## src/rtl/key_responder.sv

```systemverilog
// Key responder: buffers 4-bit keys in a small FIFO, counts occurrences per key after a
// fixed processing latency, and presents {key, count} on a valid/ready response port.
module key_responder #(
    parameter int DEPTH   = 4,
    parameter int LATENCY = 2,
    parameter int CNT_W   = 8
) (
    input  logic             clk,
    input  logic             rst,
    input  logic             req,
    input  logic [3:0]       req_key,
    output logic             ack,
    output logic             resp_valid,
    input  logic             resp_ready,
    output logic [3:0]       resp_key,
    output logic [CNT_W-1:0] resp_count,
    output logic             seq_err
);

    localparam int AW = (DEPTH > 1) ? $clog2(DEPTH) : 1;
    localparam int CW = $clog2(DEPTH + 1);
    localparam int TW = (LATENCY > 1) ? $clog2(LATENCY) : 1;
    localparam logic [CNT_W-1:0] CNT_MAX = {CNT_W{1'b1}};

    typedef enum logic [1:0] {
        IDLE,
        WAIT,
        RESP
    } state_t;

    state_t           state_q, state_d;
    logic [TW-1:0]    timer_q, timer_d;
    logic [3:0]       workKey_q, workKey_d;
    logic             respValid_q, respValid_d;
    logic [3:0]       respKey_q, respKey_d;
    logic [CNT_W-1:0] respCount_q, respCount_d;
    logic             tableWe;
    logic [CNT_W-1:0] bumped;

    logic [3:0]       fifoMem_q [DEPTH];
    logic [AW-1:0]    wrPtr_q, rdPtr_q;
    logic [CW-1:0]    count_q;
    logic             push, pop;

    logic [CNT_W-1:0] table_q [16];

    logic             baseSeen_q;
    logic [3:0]       lastKey_q;
    logic             seqErr_q;

    // ack depends only on the registered occupancy, so a same-cycle pop never frees a slot
    assign ack  = (count_q != CW'(DEPTH));
    assign push = req && ack;
    assign pop  = (state_q == IDLE) && (count_q != '0);

    always_ff @(posedge clk) begin
        if (push) begin
            fifoMem_q[wrPtr_q] <= req_key;
        end
    end

    always_ff @(posedge clk) begin
        if (rst) begin
            wrPtr_q <= '0;
            rdPtr_q <= '0;
            count_q <= '0;
        end else begin
            if (push) begin
                wrPtr_q <= wrPtr_q + AW'(1);
            end
            if (pop) begin
                rdPtr_q <= rdPtr_q + AW'(1);
            end
            if (push && !pop) begin
                count_q <= count_q + CW'(1);
            end else if (!push && pop) begin
                count_q <= count_q - CW'(1);
            end
        end
    end

    // The first accepted key only establishes the baseline for the consecutive check
    always_ff @(posedge clk) begin
        if (rst) begin
            baseSeen_q <= 1'b0;
            lastKey_q  <= '0;
            seqErr_q   <= 1'b0;
        end else if (push) begin
            baseSeen_q <= 1'b1;
            lastKey_q  <= req_key;
            if (baseSeen_q && (req_key != lastKey_q + 4'd1)) begin
                seqErr_q <= 1'b1;
            end
        end
    end

    assign bumped = (table_q[workKey_q] == CNT_MAX) ? CNT_MAX : table_q[workKey_q] + CNT_W'(1);

    always_ff @(posedge clk) begin
        if (rst) begin
            for (int i = 0; i < 16; i++) begin
                table_q[i] <= '0;
            end
        end else if (tableWe) begin
            table_q[workKey_q] <= bumped;
        end
    end

    always_comb begin
        state_d     = state_q;
        timer_d     = timer_q;
        workKey_d   = workKey_q;
        respValid_d = respValid_q;
        respKey_d   = respKey_q;
        respCount_d = respCount_q;
        tableWe     = 1'b0;
        case (state_q)
            IDLE: begin
                if (pop) begin
                    workKey_d = fifoMem_q[rdPtr_q];
                    timer_d   = TW'(LATENCY - 1);
                    state_d   = WAIT;
                end
            end
            WAIT: begin
                if (timer_q == '0) begin
                    tableWe     = 1'b1;
                    respCount_d = bumped;
                    respKey_d   = workKey_q;
                    respValid_d = 1'b1;
                    state_d     = RESP;
                end else begin
                    timer_d = timer_q - TW'(1);
                end
            end
            RESP: begin
                // Return to IDLE without popping so the next key starts a fresh cycle
                if (resp_ready) begin
                    respValid_d = 1'b0;
                    state_d     = IDLE;
                end
            end
            default: begin
                state_d = IDLE;
            end
        endcase
    end

    always_ff @(posedge clk) begin
        if (rst) begin
            state_q     <= IDLE;
            timer_q     <= '0;
            workKey_q   <= '0;
            respValid_q <= 1'b0;
            respKey_q   <= '0;
            respCount_q <= '0;
        end else begin
            state_q     <= state_d;
            timer_q     <= timer_d;
            workKey_q   <= workKey_d;
            respValid_q <= respValid_d;
            respKey_q   <= respKey_d;
            respCount_q <= respCount_d;
        end
    end

    assign resp_valid = respValid_q;
    assign resp_key   = respKey_q;
    assign resp_count = respCount_q;
    assign seq_err    = seqErr_q;

endmodule

```

## config.mk

```make
export PLATFORM = sky130hd
export DESIGN_NAME = key_responder
export DESIGN_NICKNAME = d
export VERILOG_FILES = /design/src/rtl/key_responder.sv
export SDC_FILE = /design/constraint.sdc
export NUM_CORES = 1
export LEC_CHECK = 0
export ABC_AREA = 1
export CAP_MARGIN = 10
export CORE_UTILIZATION = 62
export CTS_CLUSTER_SIZE = 14
export DETAILED_ROUTE_END_ITERATION = 16
export GPL_ROUTABILITY_DRIVEN = 0
export PLACE_DENSITY_LB_ADDON = 0.15
export REMOVE_ABC_BUFFERS = 1
export SLEW_MARGIN = 25
export SYNTH_ARGS = -nofsm -noshare
export SYNTH_HDL_FRONTEND = slang
export SYNTH_SLANG_ARGS = --single-unit
```

## constraint.sdc

```tcl
create_clock -name clk -period 3.18 [get_ports clk]
set_clock_uncertainty 0.05 [all_clocks]
set_input_delay 0.636 -clock clk [delete_from_list [all_inputs] [get_ports clk]]
set_output_delay 0.636 -clock clk [all_outputs]
set_load 0.005 [all_outputs]
```

# Word-level counts from Yosys, hierarchy flattened
# Memory sizes are Yosys's and may differ from the RTL's. A register that Yosys moved wholly into a read port is not among the register bits.
# Cells that the tools add are included.
# W data, S select, Z words.
[totals]
register_bits = 29
mem_bits_rw = 144
output_inout_bits = 15
n_memories = 2
[op_classes]
add_sub_neg = 7
n_eq_ne = 8
mux = 25
bitwise = 1
n_reduce_logical = 19
[mem_list]
columns = ["memory", "depth", "width", "read_ports", "rd_ports_with_merged_regs", "write_ports", "line", "text"]
rows = [
  ["table_q", 16, 8, 1, 0, 16, "45", "logic [CNT_W-1:0] table_q [16];"],
  ["fifoMem_q", 4, 4, 1, 1, 1, "40", "logic [3:0] fifoMem_q [DEPTH];"],
]
[op_table]
columns = ["op", "count"]
rows = [
  ["$mux W8", 2],
  ["$mux W1", 14],
  ["$add A8 B1 Y8 const B", 1],
  ["$eq A8 B8 Y1 const B", 1],
  ["$reduce_and A2 Y1", 4],
  ["$reduce_or A8 Y1", 1],
  ["$mux W2", 3],
  ["$mux W3", 2],
  ["$ne A2 B2 Y1 const B", 3],
  ["$pmux W2 S3", 1],
  ["$reduce_and A3 Y1", 2],
  ["$reduce_bool A2 Y1", 3],
  ["$logic_and A1 B1 Y1", 5],
  ["$add A2 B1 Y2 const B", 2],
  ["$add A4 B1 Y4 const B", 1],
  ["$mux W4", 1],
  ["$ne A4 B4 Y1", 1],
  ["$pmux W1 S2", 2],
  ["$add A3 B1 Y3 const B", 1],
  ["$ne A3 B3 Y1 const B", 1],
  ["$reduce_bool A3 Y1", 1],
  ["$sub A3 B1 Y3 const B", 1],
  ["$eq A2 B1 Y1 const B", 1],
  ["$eq A2 B2 Y1 const B", 1],
  ["4 further kinds", 5],
]

# Depth between registers and ports, before layout
# Gate-level depths: netlist (run 1).
[logic_depth]
ltp_word = 7
depth_mapped = 19

# Least setup slack after synthesis (run 1)
# Ideal clock, no wire load.
[synth_timing]
kind = "flip-flop to flip-flop"
from = "reg workKey_q[0] (read register of fifoMem_q)"
to = "mem table_q[14][6], data pin"
setup_ps = 259
t_arrival_ps = 2143
t_required_ps = 2871
path_slack_ps = 728
path_stages_with_launch = 19
path_buffers = 4
path_cell_list = "dfxtp_1 -> buf_6 -> buf_6 -> nor2_2 -> nand2_1 -> nand4_1 -> nand2_1 -> nand2_1 -> inv_1 -> nand2_1 -> ha_1 -> nand2_4 -> nor2_8 -> nand3_1 -> nand2_1 -> and2_1 -> buf_6 -> buf_6 -> nor2_2"
[synth_lines]
columns = ["element", "line", "text"]
rows = [
  ["start: declaration", "33", "logic [3:0] workKey_q, workKey_d;"],
  ["end: declaration", "45", ""],
]

==> run metrics, run 1 <==
Seq/Total Area, Yosys 0.592; via count 6234; CTS Sinks 177; Post-Syn Area per Cell 8.93 µm²; core box area 0.0132 mm²; Clock Latency Late Sink 0.44 ns; endpoints failing setup 0; Placed Cells 1136; largest net degree at the start of global routing 30; Detailed Place HPWL 13.0 mm; Pre-antenna DRT Iters 5; CP max-delay cell dfxtp_1; fin crit share 0.909; max incr delay on CP 0.54 ns; Top cell by count, worst path nand2_1; Synth Warn # 0; transition time of the tightest slew-check pin 0.515 ns; top-area cell type share of the netlist area 0.514; initial DRC count 544; M1 WL 7.67 mm; Max Slew Vio Count 0; fin crit period 2.89 ns; hold_buf cts 0; die width 119 µm; Final #Nets 995; CP Capture Type flop; CTS Buf Count 17; io pins 23; CTS root buffer clkbuf_16; DRT antenna net count 0; static leakage 4.09 nW; top routing layer used met4; Final Power 8.10 mW; crit path buf inv count 4; P&R area growth vs syn 12.8%; CP required 3.31 ns; Die H 119 µm; WL met3 1.22 mm; Routed WL per cell 16.2 µm; DP Worst Slack 0.259 ns; wirelength, routed 18.9 mm; CP cell instances buf_4 -> nand2_4 -> clkinv_4 -> nand2_1 -> nand4_1 -> nand2_1 -> nand2_1 -> inv_1 -> nand2_1 -> ha_1 -> nand2_4 -> nor2_8 -> nand3_1 -> nand2_1 -> and2_1 -> buf_4 -> nor2_1; Setup CP Type flop to flop; PwrDens 853 mW/mm²; Met2 Wirelength 9.22 mm; top post-synthesis cells by area edfxtp_1 (51%), nand2_1 (15%), dfxtp_1 (7.8%); Final WS setup 0.290 ns; CP Max Fanout 18; CP arrival 3.02 ns; vias in the first global route 6067; Tot GR Track Use 0.286; grt ovf 0; placed instance area 0.00885 mm²; critical path's top delay family simple AND/OR/NAND/NOR gates; post-CTS resize count 0; Starting Density 0.636; synthesized flop and latch total 177; number of port buffers 22; share of cells above drive strength 1 0.116; FMAX 346 MHz; clock transition at the registers of the reported paths 0.07 ns; number of H-tree levels 4; fin area 0.00950 mm²; DRC viols 0; worst vdd ir 558 µV; Critical Path Source Type flop; first-pass GRT wire length 29.9 mm; Max-Cap Viols 0; RSZ-0062 raised after global routing false; initial antenna violation count 0; setup bufs post-CTS 0; status complete, no violations; Core Util, Final 0.717; n_diodes 0; Rows 42; Max transition margin 0.655; clock buffer depth 2; full die area 0.0140 mm²; Cell Area, Synth 0.00842 mm²; non-filler cells, final 1168; Post-Syn Instances 943; endpoints failing hold 0; worst hold path type flop to flop; Yosys cell types 37; Vias per Instance 5.34; TritonCTS clock tree done; post-synth top area cell edfxtp_1
==> sequential cells by signal (all words and copies together), names as in the netlist <==
register	cells
state_q	2
fifoMem_q	16
table_q	128
resp_key	4
wrPtr_q	2
resp_count	8
timer_q	1
rdPtr_q	2
seq_err	1
count_q	3
workKey_q	4
resp_valid	1
lastKey_q	4
baseSeen_q	1
==> layer usage <==
metal | up-vias | track usage
met2 | 229 | 0.470
met4 | 0 | 0.164
met5 | - | 0
li1 | 3076 | -
met3 | 59 | 0.0555
met1 | 2870 | 0.354
==> worst paths after layout <==
kind                                    from              to  slack, ns  cells past startpoint
worst min-delay path              resp_valid      resp_valid       0.43                      2
worst min register to register    resp_valid      resp_valid       0.43                      2
worst max-delay path            workKey_q[1]  table_q[11][6]       0.29                     17
worst max register to register  workKey_q[1]  table_q[11][6]       0.29                     17
==> Yosys cell counts <==
cell type and n:
nand2_1 337, nor2_1 165, edfxtp_1 144, inv_1 72, dfxtp_1 33, o21ai_0 31
nand3_1 25, nor2_2 22, a21oi_1 16, buf_6 12, buf_2 10, clkbuf_1 9
inv_2 9, ha_1 7, a31oi_1 5, nand4_1 5, o21a_1 5, nand2_2 4
nand2_4 4, a21oi_2 3, buf_4 3, xnor2_1 3, nor2_4 2, nor2_8 2
o31ai_1 2, xor2_1 2, and2_1 1, and2_4 1, clkinv_1 1, clkinv_4 1
fa_1 1, inv_4 1, nand3_2 1, nand4_2 1, o2111ai_1 1, o21ai_2 1
or2_2 1
==> cell families (layout without fill, tap and decap cells) <==
| group | after synthesis | count (layout) | synth area share |
|---|---|---|---|
| flip-flops | 177 | 177 | 0.592 |
| AND/OR/NAND/NOR | 571 | 571 | 0.280 |
| XOR/XNOR | 5 | 5 | 0.00520 |
| adder cells (fa/ha/maj) | 8 | 8 | 0.0128 |
| AO/OA/AOI/OAI | 64 | 64 | 0.0431 |
| buffers and inverters | 118 | 167 | 0.0670 |
==> area by class of cell <==
cell class	count	area, µm²
Clock buffer	24	567
Clock inverter	8	81.3
Fill cell	1001	3750
Inverter	84	323
Multi-Input combinational cell	648	2870
Sequential cell	177	4990
Tap cell	176	220
Timing Repair Buffer	51	450
==> report_power, final <==
group,internal [mW],switching [mW]
clock,1.34,0.892
combinational,0.942,2.00
sequential,2.76,0.169
==> metrics by stage <==
| step | TNS, ns | hold slack [ns] |
|---|---|---|
| 6_report | 0 | 0.431 |
| 5_1_grt | 0 | 0.461 |
| 4_1_cts | 0 | 0.429 |
| 3_5_place_dp | 0 | 0.417 |
| 3_3_place_gp | 0 | 0.411 |
| 2_1_floorplan | -37.27 | 0.391 |
==> worst min-delay path, delay by kind of cell, from the launching register on <==
kind          cells  cell delay, ns
flops             1            0.32
simple gates      2            0.12
==> cell usage in the layout, fill, tap and decap left out, types with 16 or more instances in the layout <==
master and n:
edfxtp_1 144, a21oi_1 16, dfxtp_1 32, clkbuf_16 21
nand3_1 25, inv_1 72, nand2_1 337, o21ai_0 31
clkdlybuf4s50_1 22, buf_4 28, nor2_2 22, nor2_1 165
Note: power is estimated with default switching activity, not from simulation.
==> run 2: changes to the inputs <==
--- a/config.mk
+++ b/config.mk
@@ -7,7 +7,9 @@
 export LEC_CHECK = 0
 export ABC_AREA = 1
 export CAP_MARGIN = 10
-export CORE_UTILIZATION = 62
+export CELL_PAD_IN_SITES_DETAIL_PLACEMENT = 0
+export CELL_PAD_IN_SITES_GLOBAL_PLACEMENT = 2
+export CORE_UTILIZATION = 39
 export CTS_CLUSTER_SIZE = 14
 export DETAILED_ROUTE_END_ITERATION = 16
 export GPL_ROUTABILITY_DRIVEN = 0
@@ -17,3 +19,4 @@
 export SYNTH_ARGS = -nofsm -noshare
 export SYNTH_HDL_FRONTEND = slang
 export SYNTH_SLANG_ARGS = --single-unit
+export TNS_END_PERCENT = 50
==> run metrics, run 2 (synthesis results as in run 1) <==
clock power share 0.270 (-0.005); hold_buf cts 0 (unchanged); Max-Cap Viols 0 (unchanged); io pins 23 (unchanged); DRC viols 0 (unchanged); setup bufs post-CTS 0 (unchanged); FF-to-FF Start workKey_q[1]; FMAX 347 MHz (+0.39%); number of port buffers 22 (unchanged); Final Power 8.21 mW (+1.4%); CTS root buffer clkbuf_16; Reg area 0.00499 mm² (unchanged); placed instance area 0.00906 mm² (+2.4%); Setup CP Type flop to flop; endpoints failing setup 0 (unchanged); endpoints failing hold 0 (unchanged); CP Max Fanout 8 (-10); Critical Path Source Type flop; Sw Ratio 0.397 (+0.0191); via count 6305 (+1.1%); max incr delay on CP 0.37 ns (-0.17 ns); Detailed Place HPWL 16.1 mm (+24%); worst hold path type flop to flop; share of cells above drive strength 1 0.127 (+0.0113); CP Capture Type flop; wirelength, routed 22.1 mm (+17%); n_diodes 0 (unchanged); Pre-antenna DRT Iters 5 (unchanged); crit path from workKey_q[1]; Tot GR Track Use 0.212 (-0.0741); full die area 0.0222 mm² (+58%); CP required 3.31 ns (about the same); setup TNS 0 ns (unchanged); fin area 0.00969 mm² (+2.0%); critical path's top delay family simple AND/OR/NAND/NOR gates; share of power burned in registers 0.355 (-0.007); fin crit share 0.905 (-0.00355); multi-input logic area 0.00287 mm² (unchanged); DRT antenna net count 0 (unchanged); number of H-tree levels 4 (unchanged); CP arrival 3.01 ns (about the same); CTS Sinks 177 (unchanged); initial DRC count 441 (-19%); largest net degree at the start of global routing 30 (unchanged); Top reg by flops table_q; CTS Buf Count 17 (unchanged); Starting Density 0.399 (-0.236); Max transition margin 0.692 (+0.0364); transition time of the tightest slew-check pin 0.461 ns (-0.0538 ns); post-CTS resize count 0 (unchanged); hold path startpoint timer_q; Int Power 4.95 mW (-1.7%); clock buffer depth 2 (unchanged); CP cell instances buf_4 -> nor2_2 -> nand2_1 -> nand4_1 -> nand2_1 -> nand2_1 -> inv_1 -> nand2_1 -> ha_1 -> nand2_4 -> nor2_8 -> nand3_1 -> nand2_1 -> and2_1 -> buf_4 -> nor2_2; Clock Latency Late Sink 0.43 ns (about the same); Rows 53 (+26%); worst vdd ir 490 µV (-12%); Top cell by count, worst path nand2_1; PwrDens 847 mW/mm² (-0.63%); RSZ-0062 raised after global routing false; P&R area growth vs syn 15.1%; Routed WL per cell 17.3 µm (+6.8%); crit path buf inv count 3 (-1); most frequent cells in the layout nand2_1 (337), nor2_1 (165), edfxtp_1 (144); grt ovf 0 (unchanged); Max Slew Vio Count 0 (unchanged); die width 149 µm (+26%); core box area 0.0211 mm² (+59%); commonest non-fill, non-tap cell in the layout nand2_1; vias in the first global route 6117 (+0.82%); Vias per Instance 4.92 (-7.8%); Fill cells 2053 (+110%); fin crit period 2.88 ns (-0.0113 ns); initial antenna violation count 0 (unchanged); clock transition at the registers of the reported paths 0.07 ns (about the same); CP max-delay cell dfxtp_1; status complete, no violations; TritonCTS clock tree done; Comb pwr share 0.375 (+0.012); worst hold margin 0.435 ns (+0.00408 ns); Largest register FFs 128 (unchanged); Die H 149 µm (+26%); first-pass GRT wire length 34.5 mm (+16%); Final #Nets 1009 (+1.4%); static leakage 4.11 nW (+0.56%); NetSw 3.26 mW (+6.5%)
## run 2: cell types whose count changed in the layout (fill, tap and decap cells not counted), sizes merged
cell / change
clkbuf: -6
buf: +14
bufinv: +2
clkinv: -2
inv: +3
clkinvlp: +3
## run 2: layout make-up
cell class,count,share of cell area
flip-flops and latches,177,0.515
multi-input cells,648,0.296
repair buffers,65,0.0560
clock buffers,18,0.0443
well taps,275,0.0355
inverters,84,0.0333
clock inverters,14,0.0201
## run 2: worst register-to-register path, stage by stage, from the launching register on
cell and delay (ns):
dfxtp_1 0.37, buf_4 0.20, nor2_2 0.37, nand2_1 0.11
nand4_1 0.11, nand2_1 0.06, nand2_1 0.13, inv_1 0.06
nand2_1 0.11, ha_1 0.23, nand2_4 0.09, nor2_8 0.17
nand3_1 0.09, nand2_1 0.08, and2_1 0.16, buf_4 0.21
nor2_2 0.05
## run 2: final timing paths
kind                    to  slack [ns]  depth (start not counted)
max reg2reg  table_q[6][6]        0.30                         16
min             state_q[0]        0.44                          2
max          table_q[6][6]        0.30                         16
min reg2reg     state_q[0]        0.44                          2
## run 2: metrics by stage
stage          utilization  instances  worst slack [ns]
2_1_floorplan            -        909            -0.648
3_3_place_gp         0.430       1249             0.308
3_5_place_dp         0.430       1249             0.314
4_1_cts              0.459       1281             0.305
5_1_grt              0.459       1281            0.0845
6_report             0.459       1281             0.301
## run 2: power groups by stage
stage	clock network [mW]	logic [mW]	registers (mW)
after floorplan	0	1.64	2.99
after global placement	0	3.09	2.95
after detailed placement	0	3.10	2.96
after CTS	2.27	3.11	2.92
after global routing	2.34	3.40	2.94
final	2.22	3.08	2.91
## run 2: per-layer routing
| metal | vias to the layer above | routed length [µm] | global-route usage |
|---|---|---|---|
| met5 | - | 0 | 0 |
| met4 | 0 | 286 | 0.0633 |
| met3 | 22 | 877 | 0.0300 |
| met2 | 138 | 10500 | 0.349 |
| met1 | 3032 | 10400 | 0.289 |
| li1 | 3113 | - | - |
==> run 3: changes to the inputs <==
--- a/config.mk
+++ b/config.mk
@@ -9,6 +9,7 @@
 export CAP_MARGIN = 10
 export CELL_PAD_IN_SITES_DETAIL_PLACEMENT = 0
 export CELL_PAD_IN_SITES_GLOBAL_PLACEMENT = 2
+export CORE_MARGIN = 2
 export CORE_UTILIZATION = 39
 export CTS_CLUSTER_SIZE = 14
 export DETAILED_ROUTE_END_ITERATION = 16
==> run metrics, run 3 (synthesis results as in run 1) <==
status complete, no violations; share of power burned in registers 0.364 (+0.009); Rows 53 (unchanged); clock buffer depth 2 (unchanged); P&R area growth vs syn 13.8%; initial DRC count 424 (-3.9%); CTS Buf Count 17 (unchanged); Final #Nets 999 (-0.99%); Max Slew Vio Count 0 (unchanged); worst vdd ir 430 µV (-12%); fin crit share 0.910 (+0.00485); static leakage 4.04 nW (-1.6%); die width 151 µm (+1.3%); Max transition margin 0.676 (-0.0159); commonest non-fill, non-tap cell in the layout nand2_1; Critical Path Source Type flop; Top reg by flops table_q; CP Capture Type flop; Pre-antenna DRT Iters 5 (unchanged); number of port buffers 22 (unchanged); PwrDens 840 mW/mm² (-0.86%); Starting Density 0.399 (unchanged); CP Max Fanout 14 (+6); most frequent cells in the layout nand2_1 (337), nor2_1 (165), edfxtp_1 (144); Setup CP Type flop to flop; CP cell instances inv_4 -> nor2_8 -> nand2_1 -> nand4_1 -> nand2_1 -> nand2_1 -> inv_1 -> nand2_1 -> ha_1 -> nand2_4 -> nor2_8 -> nand3_1 -> nand2_1 -> and2_1 -> buf_4 -> nor2_2; endpoints failing hold 0 (unchanged); reg2reg path depth 16 (unchanged); Detailed Place HPWL 15.5 mm (-3.6%); n_diodes 0 (unchanged); largest net degree at the start of global routing 30 (unchanged); hold path cells 2 (unchanged); Largest register FFs 128 (unchanged); CTS Sinks 177 (unchanged); Routed WL per cell 17.2 µm (-0.17%); grt ovf 0 (unchanged); Int Power 4.74 mW (-4.3%); worst hold path type flop to flop; share of cells above drive strength 1 0.119 (-0.00776); DRC viols 0 (unchanged); vias in the first global route 6265 (+2.4%); endpoints failing setup 0 (unchanged); Comb pwr share 0.381 (+0.006); max incr delay on CP 0.63 ns (+0.26 ns); FF-to-FF Start workKey_q[1]; NetSw 3.31 mW (+1.5%); Core Util, Final 0.454 (-0.00522); wirelength, routed 21.9 mm (-0.95%); io pins 23 (unchanged); Die H 151 µm (+1.3%); via count 6169 (-2.2%); CTS root buffer clkbuf_16; Vias per Instance 4.85 (-1.4%); RSZ-0062 raised after global routing false; placed instance area 0.00900 mm² (-0.69%); CP required 3.31 ns (about the same); r2r endpoint table_q[3][6]; full die area 0.0228 mm² (+2.7%); Tot GR Track Use 0.204 (-0.00743); fin area 0.00958 mm² (-1.1%); Sw Ratio 0.411 (+0.0142); first-pass GRT wire length 34.3 mm (-0.52%); transition time of the tightest slew-check pin 0.486 ns (+0.0243 ns); R2R Setup Slk 0.29 ns (-0.02 ns); Final Power 8.05 mW (-2.0%); hold path startpoint resp_valid; initial antenna violation count 0 (unchanged); Clock Latency Late Sink 0.43 ns (about the same); DRT antenna net count 0 (unchanged); crit path from workKey_q[1]; TritonCTS clock tree done; clock transition at the registers of the reported paths 0.07 ns (about the same); Hold Crit Endpoint resp_valid; Top cell by count, worst path nand2_1; clock power share 0.255 (-0.015); CP arrival 3.03 ns (+0.02 ns); number of H-tree levels 4 (unchanged); core box area 0.0211 mm² (unchanged); FMAX 345 MHz (-0.53%); fin crit period 2.89 ns (+0.0154 ns); CP max-delay cell dfxtp_1; Max-Cap Viols 0 (unchanged)
==> run 3: cell count changes in the layout (fill, tap and decap cells not counted) <==
cell and change:
buf_12 +1, buf_4 -11, bufinv_16 -3, clkbuf_1 -1, clkinvlp_4 +3, inv_6 -3, inv_8 +4, nor2_2 -1
nor2_4 +1
==> run 3: layout make-up <==
cell class / instances / area (µm²)
fill: 2090 / 11500
sequential: 177 / 4990
multi-input combinational: 648 / 2870
timing repair buffer: 55 / 480
clock buffer: 17 / 425
tap: 275 / 344
inverter: 84 / 323
clock inverter: 15 / 146
==> run 3: through the flow <==
| stage | hold slack [ns] | cells | setup slack [ns] | TNS [ns] |
|---|---|---|---|---|
| global route | 0.457 | 1271 | 0.0351 | 0 |
| detailed placement | 0.411 | 1239 | 0.244 | 0 |
| CTS | 0.424 | 1271 | 0.229 | 0 |
| floorplan | 0.391 | 909 | -0.648 | -37.27 |
| global placement | 0.407 | 1239 | 0.256 | 0 |
| finish | 0.420 | 1271 | 0.286 | 0 |
==> run 3: what timing repair did <==
action                                 in CTS  in global routing
setup buffers                               0                  0
hold buffers                                0                  0
endpoints found under the hold margin       0                  0
gates resized for setup                     0                  1
setup endpoints to repair                   0                  1
==> run 3: power groups by stage <==
stage | clock network [mW] | registers, mW | logic [mW]
final | 2.05 | 2.93 | 3.06
after global routing | 2.20 | 2.97 | 3.37
after CTS | 2.08 | 2.93 | 3.08
after detailed placement | 0 | 2.98 | 3.08
after global placement | 0 | 2.97 | 3.09
after floorplan | 0 | 2.99 | 1.64
==> run 3: worst max path at each step <==
stage	end	slack, ns	cells past startpoint
floorplan	table_q[10][6]	-0.65	15
global placement	table_q[7][6]	0.26	16
detailed placement	table_q[7][6]	0.24	16
CTS	table_q[6][6]	0.23	16
global route	table_q[8][5]	0.04	14
finish	table_q[3][6]	0.29	16
==> run 3: metal layers <==
metal	part of all wire	routed length (µm)	vias to the layer above	track usage
met5	0	0	-	0
met4	0.015	324	0	0.0678
met3	0.045	994	24	0.0383
met2	0.48	10400	124	0.333
met1	0.46	10100	2943	0.276
li1	-	-	3078	-
==> run 3: critical path: cells and delay by family (launching register included) <==
kind | cells | cell delay (ns)
adder cells (fa/ha/maj) | 1 | 0.23
buffers and inverters | 3 | 0.37
flip-flops | 1 | 0.63
AND/OR/NAND/NOR | 12 | 1.36
